<file path="src/rtl/paint_sched_pkg.sv">
// rtl/paint_sched_pkg.sv - shared types and constants for the paint port scheduler
package paint_sched_pkg;

   localparam int N_REQ_DEF   = 3;
   localparam int COORD_W_DEF = 6;
   localparam int DATA_W_DEF  = 8;
   localparam int TIMEOUT_DEF = 8192;

   localparam int REQ_CLEAR  = 0;
   localparam int REQ_BRUSH  = 1;
   localparam int REQ_CURSOR = 2;

   typedef enum logic [2:0] {
      IDLE,
      LAUNCH,
      RUN,
      RELEASE,
      ABORT
   } sched_state_t;

endpackage

</file>
<file path="src/rtl/paint_port_sched_if.sv">
// rtl/paint_port_sched_if.sv - engine handshake and framebuffer write bundle
interface paint_port_sched_if
   import paint_sched_pkg::*;
#(
   parameter int N_REQ   = N_REQ_DEF,
   parameter int COORD_W = COORD_W_DEF,
   parameter int DATA_W  = DATA_W_DEF
);
   logic [N_REQ-1:0]         req;
   logic [N_REQ-1:0]         init_o;
   logic [N_REQ-1:0]         done_i;
   logic [N_REQ-1:0]         paint_i;
   logic [N_REQ*COORD_W-1:0] x_i;
   logic [N_REQ*COORD_W-1:0] y_i;
   logic [N_REQ*DATA_W-1:0]  data_i;
   logic                     fb_we;
   logic [COORD_W-1:0]       fb_x;
   logic [COORD_W-1:0]       fb_y;
   logic [DATA_W-1:0]        fb_data;
   logic [N_REQ-1:0]         grant;
   logic                     busy;
   logic                     timeout_err;

   modport slave (
      input  req, done_i, paint_i, x_i, y_i, data_i,
      output init_o, fb_we, fb_x, fb_y, fb_data, grant, busy, timeout_err
   );

   modport master (
      output req, done_i, paint_i, x_i, y_i, data_i,
      input  init_o, fb_we, fb_x, fb_y, fb_data, grant, busy, timeout_err
   );

endinterface

</file>
<file path="src/rtl/paint_port_sched_rr_pick.sv">
// rtl/paint_port_sched_rr_pick.sv - combinational round-robin selector
module rr_pick #(
   parameter int N_REQ = 3,
   parameter int PTR_W = 2
) (
   input  logic [N_REQ-1:0] req,
   input  logic [PTR_W-1:0] ptr,
   output logic [N_REQ-1:0] pick,
   output logic             valid
);

   // Outer loop walks the search order starting at ptr; first hit wins.
   always_comb begin
      pick  = '0;
      valid = 1'b0;
      for (int k = 0; k < N_REQ; k++) begin
         for (int i = 0; i < N_REQ; i++) begin
            if (!valid && req[i] && (((int'(ptr) + k) % N_REQ) == i)) begin
               pick[i] = 1'b1;
               valid   = 1'b1;
            end
         end
      end
   end

endmodule

</file>
<file path="src/rtl/paint_port_sched.sv">
// rtl/paint_port_sched.sv - shares the framebuffer write port among paint engines
// with round-robin grants, done-based release and a watchdog abort.
module paint_port_sched
   import paint_sched_pkg::*;
#(
   parameter int N_REQ   = N_REQ_DEF,
   parameter int COORD_W = COORD_W_DEF,
   parameter int DATA_W  = DATA_W_DEF,
   parameter int TIMEOUT = TIMEOUT_DEF
) (
   input logic               clk,
   input logic               rst,
   paint_port_sched_if.slave bus
);

   localparam int PTR_W = (N_REQ > 1) ? $clog2(N_REQ) : 1;
   localparam int WD_W  = $clog2(TIMEOUT);
   localparam logic [WD_W-1:0] WD_MAX = WD_W'(TIMEOUT - 1);

   sched_state_t       state;
   logic [N_REQ-1:0]   grant_q;
   logic [N_REQ-1:0]   init_q;
   logic [PTR_W-1:0]   g_idx;
   logic [PTR_W-1:0]   rr_ptr;
   logic [WD_W-1:0]    wd;
   logic               busy_q;
   logic               terr_q;
   logic               fb_we_q;
   logic [COORD_W-1:0] fb_x_q;
   logic [COORD_W-1:0] fb_y_q;
   logic [DATA_W-1:0]  fb_data_q;

   logic [N_REQ-1:0]   pick;
   logic               pick_valid;
   logic [PTR_W-1:0]   pick_idx;
   logic [PTR_W-1:0]   next_ptr;
   logic               sel_done;
   logic               sel_paint;
   logic [COORD_W-1:0] sel_x;
   logic [COORD_W-1:0] sel_y;
   logic [DATA_W-1:0]  sel_data;

   rr_pick #(
      .N_REQ (N_REQ),
      .PTR_W (PTR_W)
   ) u_rr_pick (
      .req   (bus.req),
      .ptr   (rr_ptr),
      .pick  (pick),
      .valid (pick_valid)
   );

   always_comb begin
      pick_idx = '0;
      for (int i = 0; i < N_REQ; i++) begin
         if (pick[i]) begin
            pick_idx = PTR_W'(i);
         end
      end
   end

   // Only the owner's strobes and coordinates ever reach the framebuffer.
   always_comb begin
      sel_done  = 1'b0;
      sel_paint = 1'b0;
      sel_x     = '0;
      sel_y     = '0;
      sel_data  = '0;
      for (int i = 0; i < N_REQ; i++) begin
         if (g_idx == PTR_W'(i)) begin
            sel_done  = bus.done_i[i];
            sel_paint = bus.paint_i[i];
            sel_x     = bus.x_i[i*COORD_W +: COORD_W];
            sel_y     = bus.y_i[i*COORD_W +: COORD_W];
            sel_data  = bus.data_i[i*DATA_W +: DATA_W];
         end
      end
   end

   assign next_ptr = (g_idx == PTR_W'(N_REQ - 1)) ? '0 : g_idx + 1'b1;

   always_ff @(posedge clk or posedge rst) begin
      if (rst) begin
         state     <= IDLE;
         grant_q   <= '0;
         init_q    <= '0;
         g_idx     <= '0;
         rr_ptr    <= '0;
         wd        <= '0;
         busy_q    <= 1'b0;
         terr_q    <= 1'b0;
         fb_we_q   <= 1'b0;
         fb_x_q    <= '0;
         fb_y_q    <= '0;
         fb_data_q <= '0;
      end else begin
         init_q  <= '0;
         terr_q  <= 1'b0;
         fb_we_q <= 1'b0;
         case (state)
            IDLE: begin
               if (pick_valid) begin
                  grant_q <= pick;
                  init_q  <= pick;
                  g_idx   <= pick_idx;
                  busy_q  <= 1'b1;
                  state   <= LAUNCH;
               end
            end
            LAUNCH: begin
               wd        <= '0;
               fb_we_q   <= sel_paint;
               fb_x_q    <= sel_x;
               fb_y_q    <= sel_y;
               fb_data_q <= sel_data;
               state     <= sel_done ? RELEASE : RUN;
            end
            RUN: begin
               fb_we_q   <= sel_paint;
               fb_x_q    <= sel_x;
               fb_y_q    <= sel_y;
               fb_data_q <= sel_data;
               // Saturate so a stuck watchdog can never wrap back to a legal count.
               if (wd != WD_MAX) begin
                  wd <= wd + 1'b1;
               end
               if (sel_done) begin
                  state <= RELEASE;
               end else if (wd == WD_MAX) begin
                  terr_q <= 1'b1;
                  state  <= ABORT;
               end
            end
            RELEASE, ABORT: begin
               rr_ptr  <= next_ptr;
               grant_q <= '0;
               busy_q  <= 1'b0;
               state   <= IDLE;
            end
            default: begin
               grant_q <= '0;
               busy_q  <= 1'b0;
               state   <= IDLE;
            end
         endcase
      end
   end

   assign bus.init_o      = init_q;
   assign bus.grant       = grant_q;
   assign bus.busy        = busy_q;
   assign bus.timeout_err = terr_q;
   assign bus.fb_we       = fb_we_q;
   assign bus.fb_x        = fb_x_q;
   assign bus.fb_y        = fb_y_q;
   assign bus.fb_data     = fb_data_q;

endmodule

</file>
<file path="src/flat_wrapper.sv">
// flat-port wrapper written by rule: the top's interface ports become plain ports
module paint_port_sched_flat import paint_sched_pkg::*;
#(
   parameter int N_REQ   = N_REQ_DEF,
   parameter int COORD_W = COORD_W_DEF,
   parameter int DATA_W  = DATA_W_DEF,
   parameter int TIMEOUT = TIMEOUT_DEF
)
  (clk, rst, bus_req, bus_done_i, bus_paint_i, bus_x_i, bus_y_i, bus_data_i, bus_init_o, bus_fb_we, bus_fb_x, bus_fb_y, bus_fb_data, bus_grant, bus_busy, bus_timeout_err);
  paint_port_sched_if #(.N_REQ(N_REQ), .COORD_W(COORD_W), .DATA_W(DATA_W)) bus_i ();
  input logic clk;
  input logic rst;
  input wire logic [$bits(bus_i.req)-1:0] bus_req;
  input wire logic [$bits(bus_i.done_i)-1:0] bus_done_i;
  input wire logic [$bits(bus_i.paint_i)-1:0] bus_paint_i;
  input wire logic [$bits(bus_i.x_i)-1:0] bus_x_i;
  input wire logic [$bits(bus_i.y_i)-1:0] bus_y_i;
  input wire logic [$bits(bus_i.data_i)-1:0] bus_data_i;
  output wire logic [$bits(bus_i.init_o)-1:0] bus_init_o;
  output wire logic [$bits(bus_i.fb_we)-1:0] bus_fb_we;
  output wire logic [$bits(bus_i.fb_x)-1:0] bus_fb_x;
  output wire logic [$bits(bus_i.fb_y)-1:0] bus_fb_y;
  output wire logic [$bits(bus_i.fb_data)-1:0] bus_fb_data;
  output wire logic [$bits(bus_i.grant)-1:0] bus_grant;
  output wire logic [$bits(bus_i.busy)-1:0] bus_busy;
  output wire logic [$bits(bus_i.timeout_err)-1:0] bus_timeout_err;
  assign bus_i.req = bus_req;
  assign bus_i.done_i = bus_done_i;
  assign bus_i.paint_i = bus_paint_i;
  assign bus_i.x_i = bus_x_i;
  assign bus_i.y_i = bus_y_i;
  assign bus_i.data_i = bus_data_i;
  assign bus_init_o = bus_i.init_o;
  assign bus_fb_we = bus_i.fb_we;
  assign bus_fb_x = bus_i.fb_x;
  assign bus_fb_y = bus_i.fb_y;
  assign bus_fb_data = bus_i.fb_data;
  assign bus_grant = bus_i.grant;
  assign bus_busy = bus_i.busy;
  assign bus_timeout_err = bus_i.timeout_err;
  paint_port_sched #(.N_REQ(N_REQ), .COORD_W(COORD_W), .DATA_W(DATA_W), .TIMEOUT(TIMEOUT)) u_core (.clk(clk), .rst(rst), .bus(bus_i));
endmodule
</file>
<file path="config.mk">
export PLATFORM = sky130hd
export DESIGN_NAME = paint_port_sched_flat
export DESIGN_NICKNAME = d
export VERILOG_FILES = /design/src/rtl/paint_sched_pkg.sv /design/src/rtl/paint_port_sched_if.sv /design/src/rtl/paint_port_sched_rr_pick.sv /design/src/rtl/paint_port_sched.sv /design/src/flat_wrapper.sv
export SDC_FILE = /design/constraint.sdc
export NUM_CORES = 1
export LEC_CHECK = 0
export ABC_AREA = 1
export CAP_MARGIN = 10
export CORE_UTILIZATION = 55
export CTS_CLUSTER_DIAMETER = 50
export DETAILED_ROUTE_END_ITERATION = 8
export DONT_BUFFER_PORTS = 1
export PLACE_DENSITY = 0.82
export SYNTH_ARGS = -nofsm -noshare
export SYNTH_HDL_FRONTEND = slang
export SYNTH_SLANG_ARGS = --single-unit
</file>
<file path="constraint.sdc">
create_clock -name clk -period 1.6 [get_ports clk]
set_input_delay 0.24 -clock clk [delete_from_list [all_inputs] [get_ports clk]]
set_output_delay 0.24 -clock clk [all_outputs]
set_load 0.02 [all_outputs]
</file>
Yosys cells after proc, flatten, opt, wreduce, memory -nomap -nowiden
Index checks and enable logic that the tools add are counted.

Add/subtract/negate cells: 4. $mul: 0. Divide/modulo/power cells: 3. $lt $le $gt $ge: 0. Equality and inequality tests: 17. Shift operators: 0. Mux-type cells: 52. Bitwise gates (word level): 1. Reduce and logical (&&, ||, !) cells: 37.

Operators by type and width (count): 32-bit by 2-bit == test with 1-bit output (second input constant) (3); 32-bit by 3-bit == test with 1-bit output (second input constant) (3); 32-bit logical NOT (3); 32-bit by 3-bit modulo with 32-bit output (second input constant) (2); 6-bit 2-to-1 mux (6); 3-bit by 3-bit modulo with 32-bit output (second input constant) (1); 1-bit 2-to-1 mux (30); 13-bit case mux with 2 select lines (1); 8-bit 2-to-1 mux (3); 3-bit 2-to-1 mux (6); 1-bit logical AND (17); 13-bit by 1-bit adder with 13-bit output (second input constant) (1); 13-bit == test (second input constant) (1); 13-bit 2-to-1 mux (1); 13-bit inequality test (second input constant) (1); 3-bit case mux with 3 select lines (1); 1-bit logical NOT (8); 2-bit AND reduction (4); 3-bit by 2-bit == test with 1-bit output (second input constant) (2); 3-bit case mux with 2 select lines (1); 2-bit 2-to-1 mux (2); 2-bit by 1-bit inequality test with 1-bit output (second input constant) (2); 2-bit OR reduction (2); 2-bit by 1-bit adder with 3-bit output (second input constant) (1); other kinds (12) (12).

Bits in registers: 49. Latch bits: 0. Memory bits (writable): 0. Memory bits (read-only): 0. Memories kept: 0.

Longest topological paths before layout
Word-level depth: 38. Depth in mapped cells: 11. Depth with buffers taken out: 11.

Cells and area by module
From an unflattened synthesis, not the netlist that was laid out.

Cell total of the unflattened synthesis: 360. Area total of the unflattened synthesis: 2693.8 um2.

By module, submodules not included: paint_port_sched (instances 1, cells an instance 326, area each 2519.9 um2, seq. area each 1226.2 um2); rr_pick (instances 1, cells an instance 34, area each 173.9 um2, seq. area each 0.0 um2).

Worst setup path after synthesis
No wires, ideal clock.

Path kind: register -> register. Start: reg u_core.rr_ptr[0]. End: reg u_core.grant_q[1], in the netlist u_core.bus.grant[1]. Library setup time: 67 ps. Arrival: 1556 ps. Slack: -23 ps. Stages on the path, launching flop included: 12. Buffers on the path: 0. Clock period less this slack: 1623 ps. Cells stage by stage: dfrtp_1 inv_1 ha_1 nand2_2 nand2_1 a21oi_2 nand3_1 nor2_1 nand4_1 nand2_1 nand2_1 nand2_1.

Longest elaborated chain between the ends: 38. Elaborated cells between the ends (all ways): 55.

RTL lines: start, declared (RTL line paint_port_sched.sv:24) `logic [PTR_W-1:0] rr_ptr;`; start signal, assigned (RTL line paint_port_sched.sv:135) `rr_ptr <= next_ptr;`; parallel branches: the longest is 38 deep, another holds 32-bit by 3-bit modulo with 32-bit output; end signal, assigned (RTL line paint_port_sched.sv:103) `grant_q <= pick;`; end, declared (RTL line paint_port_sched.sv:21) `logic [N_REQ-1:0] grant_q;`.

Parallel ways; which one is timed is not known. The select of a mux whose other input is x is not followed. A chain may end at the register's enable or synchronous reset.

Worst setup path after layout
Start: reg u_core.rr_ptr[1]. End: reg u_core.state[0].

Longest elaborated chain between the ends: 38. Elaborated cells between the ends (all ways): 50.

RTL lines: parallel branches: the longest is 35 deep, another holds 32-bit by 3-bit modulo with 32-bit output; 1-bit 2-to-1 mux (*) (RTL line paint_port_sched_rr_pick.sv:18) `if (!valid && req[i] && (((int'(ptr) + k) % N_REQ) == i)) begin`; 2-bit by 1-bit inequality test with 1-bit output (no source line) (*); 2-bit AND reduction (no source line) (*); end signal, assigned (RTL line paint_port_sched.sv:116) `state <= sel_done ? RELEASE : RUN;`; end, declared (RTL line paint_port_sched.sv:20) `sched_state_t state;`.

Mark *: on every way between the ends.

==> results by group <==
Outcome
  • Status: finished with violations
  • Violations in the final reports: setup timing

Power and ir drop
  • Maximum vdd ir drop: 0.00114 V
  • Int Power: 0.00324 W
  • Switch Pwr: 0.00290 W
  • Sequential group share of total power: 40.4%
  • Clk pwr share: 12.3%
  • PwrDens: 2060 mW/mm²
  • Combinational power share: 47.3%
  • Leak: 1.36 nW
  • Sw Ratio: 47.2%

Layout
  • Share of cells above drive strength 1: 16.9%
  • Layout Nets: 423
  • Count of inserted antenna diode cells: 0
  • Register area: 0.00123 mm²
  • Total non-filler cell area in the finished layout: 0.00299 mm²
  • Area added between synthesis and finish: 14.4%
  • Multi-input combinational cell area: 0.00129 mm²
  • Fill cell total of the finished layout: 355
  • Core utilization of the finished layout: 67.2%

Floorplan
  • DIE AREA: 0.00503 mm²
  • Initial core utilization: 58.8%
  • Placeable core region: 0.00444 mm²
  • Placement row count: 24
  • Overall die height: 70.9 µm
  • Horizontal die dimension: 70.9 µm
  • I/O pin total: 100

Synthesis
  • Flop and latch count out of synthesis: 49
  • Post-synth top cells: sky130_fd_sc_hd__nand2_1 (109), sky130_fd_sc_hd__dfrtp_1 (49), sky130_fd_sc_hd__nor2_1 (44), sky130_fd_sc_hd__inv_1 (22), sky130_fd_sc_hd__a41oi_1 (20)
  • Number of instances in the synthesized netlist: 330
  • Count of synthesis-stage warnings from yosys: 0
  • Net count after synthesis: 404
  • Netlist area before placement: 0.00261 mm²
  • Largest area contributor in the synthesized netlist: sky130_fd_sc_hd__dfrtp_1
  • Area fraction of the dominant cell type after synthesis: 47.0%
  • Number of flops mapped to enable cells by yosys: 0
  • Main area contributors after synthesis: sky130_fd_sc_hd__dfrtp_1 (47%), sky130_fd_sc_hd__nand2_1 (16%), sky130_fd_sc_hd__a41oi_1 (6.7%)
  • Cell with the most instances after synthesis: sky130_fd_sc_hd__nand2_1
  • Per-instance average area after synthesis: 7.91 µm²
  • Share of async-settable or async-resettable flops after synthesis: 100%
  • Netlist cell types: 34
  • Synth Flop Type: sky130_fd_sc_hd__dfrtp_1
  • Sequential fraction of the synthesis area: 47.0%

Routing
  • Overall routed net length: 6.25 mm
  • Number of violations reported at the end of detailed-routing iteration 0: 170
  • Drc violations: 0
  • Post-detailed-route via-to-cell ratio: 5.87
  • Final antenna-violating net count: 0
  • Post-detailed-route wirelength per cell: 15.6 µm
  • Count of TritonRoute iterations in the first routing pass: 6
  • Detailed-route via count: 2355

Global routing
  • Largest net degree at the start of global routing: 41
  • Overflow after GRT: 0
  • GRT Util Overall: 25.0%
  • Number of antenna violations at the first check in global routing: 0
  • Wire length of the first global-routing pass: 9.70 mm
  • Number of global-route vias before repair: 2202

Clock network
  • Cell at the root of the clock tree: sky130_fd_sc_hd__clkbuf_8
  • Level count of the clock H-tree: 2
  • CTS tree: built
  • Clock slew seen by the registers of the worst setup and hold paths: 0.09 ns
  • Maximum buffer depth of the clock tree: 2
  • Clock insertion delay at the later pin of the skew report: 0.30 ns
  • Number of buffers added by the clock tree synthesis step: 5
  • Count of clock tree sinks: 49

Placement
  • Half-perimeter wire length after detailed placement: 4.30 mm
  • Buffers on Ports: 0
  • Placed cell areas: 0.00278 mm²
  • Final GP Congestion: 0.898

Timing
  • Setup repair after global routing missed its margin: yes
  • Period Utilization, post-route: 104%
  • # setup viols final: 7
  • Worst Skew: 0.00515 ns
  • Setup slack of the critical path after layout: -0.0567 ns
  • Post-route worst hold slack: 0.110 ns
  • Peak Freq: 0.604 GHz
  • Number of hold violations in the final report: 0
  • Slew at the pin closest to its max-slew limit: 0.413 ns
  • Clock period minus worst slack: 1.66 ns
  • Number of pins with negative max-slew slack in the final report: 0
  • Setup Total Neg Slack: -0.230 ns
  • Slew HR: 72.2%

Critical path
  • Crit-path max FO: 4
  • CP Data Required Time: 1.79 ns
  • Crit path kind: reg2reg
  • Startpoint type of the worst setup path: flop
  • Type of destination of the critical path: flop
  • Endpoint arrival time on the critical path: 1.85 ns

Run
  • Number of maximum-capacitance constraint violations: 0

Hold path
  • Classification of the worst-slack hold path: in2reg
==> power groups by stage <==
| stage | Sequential [W] | Combinational (W) | Clock [W] |
|---|---|---|---|
| finish | 0.00248 | 0.00291 | 0.000753 |
| global route | 0.00254 | 0.00322 | 0.000807 |
| CTS | 0.00248 | 0.00271 | 0.000756 |
| detailed placement | 0.00248 | 0.00258 | 0 |
| global placement | 0.00248 | 0.00248 | 0 |
| floorplan | 0.00239 | 0.00192 | 0 |
==> logic make-up after synthesis <==
group                      count (synthesis)  share of synthesized area [%]
AOI/OAI and AO/OA                         46                           13.0
and+or+nand+nor                          191                           31.3
DFF                                       49                           47.0
adders and majority gates                  3                           1.44
xor gates and xnor gates                   3                           1.01
buffers and inverters                     38                           6.23
==> metal layers <==
layer | GRT usage, % | routed length, µm | vias to the layer above
li1 | - | - | 1128
met1 | 30.4 | 2560 | 1095
met2 | 43.3 | 3140 | 119
met3 | 5.41 | 402 | 13
met4 | 10.0 | 138 | 0
met5 | 0 | 0 | -
==> through the flow <==
step | std cells | setup slack (ns) | total power [W]
6_report | 401 | -0.0567 | 0.00614
5_1_grt | 401 | -0.172 | 0.00657
4_1_cts | 398 | -0.0200 | 0.00595
3_5_place_dp | 388 | -0.120 | 0.00506
3_3_place_gp | 388 | -0.0455 | 0.00497
2_1_floorplan | 330 | 0.00198 | 0.00431
==> sequential cells by signal, indices dropped and copies added (netlist names) <==
name / flops
u_core.bus.busy: 1
u_core.g_idx: 2
u_core.bus.grant: 3
u_core.state: 3
u_core.bus.init_o: 3
u_core.bus.timeout_err: 1
u_core.rr_ptr: 2
u_core.wd: 13
u_core.bus.fb_we: 1
u_core.bus.fb_y: 6
u_core.bus.fb_x: 6
u_core.bus.fb_data: 8
==> worst max-delay path, stage by stage (launching register included) <==
cell	delay, ns
sky130_fd_sc_hd__dfrtp_1	0.40
sky130_fd_sc_hd__inv_1	0.08
sky130_fd_sc_hd__ha_2	0.21
sky130_fd_sc_hd__nand2_4	0.08
sky130_fd_sc_hd__nand2_2	0.05
sky130_fd_sc_hd__a21oi_2	0.13
sky130_fd_sc_hd__nand3_2	0.14
sky130_fd_sc_hd__nor2_4	0.13
sky130_fd_sc_hd__nand4_1	0.12
sky130_fd_sc_hd__o21ai_0	0.13
sky130_fd_sc_hd__nor2_1	0.06
==> layout make-up <==
class / count / area share [%]
Inverter: 26 / 3.27
Clock buffer: 6 / 2.76
Clock inverter: 1 / 0.251
Sequential cell: 49 / 41.1
Tap cell: 52 / 2.18
Timing Repair Buffer: 23 / 7.25
Multi-Input combinational cell: 244 / 43.2
==> repair_timing <==
item / 4_1_cts / 5_1_grt
resized for setup: 9 / 6
hold endpoints to repair: 18 / 0
endpoints found under the setup margin: 10 / 16
pin swaps: 2 / 3
hold buffers: 1 / 0
cloned: 0 / 1
buffers inserted: 2 / 2
==> final timing paths <==
| check | endpoint | slack [ns] | cells after the start | startpoint |
|---|---|---|---|---|
| setup / recovery | u_core.state[0]$_DFFE_PP0P_ | -0.06 | 10 | u_core.rr_ptr[1]$_DFFE_PP0P_ |
| max in group asynchronous | u_core.bus.fb_y[4]$_DFFE_PP0P_ | 0.73 | 3 | rst |
| setup reg to reg | u_core.state[0]$_DFFE_PP0P_ | -0.06 | 10 | u_core.rr_ptr[1]$_DFFE_PP0P_ |
| hold reg to reg | u_core.wd[12]$_DFFE_PP0P_ | 0.54 | 2 | u_core.wd[12]$_DFFE_PP0P_ |
| min in group asynchronous | u_core.bus.fb_data[2]$_DFFE_PP0P_ | 0.38 | 2 | rst |
| hold / removal | u_core.bus.fb_x[0]$_DFFE_PP0P_ | 0.11 | 2 | bus_x_i[12] |
==> placed cells by master (no fill, tap or decap), types with 2 or more instances in the layout <==
| cell type | synthesis | routed |
|---|---|---|
| sky130_fd_sc_hd__inv_1 | 22 | 20 |
| sky130_fd_sc_hd__o21a_1 | 2 | 2 |
| sky130_fd_sc_hd__dfrtp_1 | 49 | 49 |
| sky130_fd_sc_hd__inv_2 | 4 | 6 |
| sky130_fd_sc_hd__nand2_2 | 5 | 7 |
| sky130_fd_sc_hd__nor3_4 | 2 | 2 |
| sky130_fd_sc_hd__a21oi_1 | 5 | 5 |
| sky130_fd_sc_hd__nor2_1 | 44 | 43 |
| sky130_fd_sc_hd__nor2_4 | 0 | 2 |
| sky130_fd_sc_hd__o32ai_1 | 2 | 2 |
| sky130_fd_sc_hd__o21ai_1 | 3 | 3 |
| sky130_fd_sc_hd__buf_4 | 0 | 18 |
| sky130_fd_sc_hd__nand3_1 | 14 | 13 |
| sky130_fd_sc_hd__nor3_1 | 4 | 4 |
| sky130_fd_sc_hd__nand4_1 | 3 | 3 |
| sky130_fd_sc_hd__nand3_2 | 1 | 2 |
| sky130_fd_sc_hd__xor2_1 | 2 | 2 |
| sky130_fd_sc_hd__o21bai_1 | 2 | 2 |
| sky130_fd_sc_hd__ha_2 | 0 | 2 |
| sky130_fd_sc_hd__nand2_1 | 109 | 105 |
| sky130_fd_sc_hd__and3_1 | 2 | 2 |
| sky130_fd_sc_hd__buf_12 | 0 | 3 |
| sky130_fd_sc_hd__nand2_4 | 0 | 3 |
| sky130_fd_sc_hd__nor4_1 | 2 | 2 |
| sky130_fd_sc_hd__clkbuf_8 | 0 | 6 |
| sky130_fd_sc_hd__a41oi_1 | 20 | 20 |
| sky130_fd_sc_hd__o21ai_0 | 8 | 8 |
Note: power is estimated with default switching activity, not from simulation.
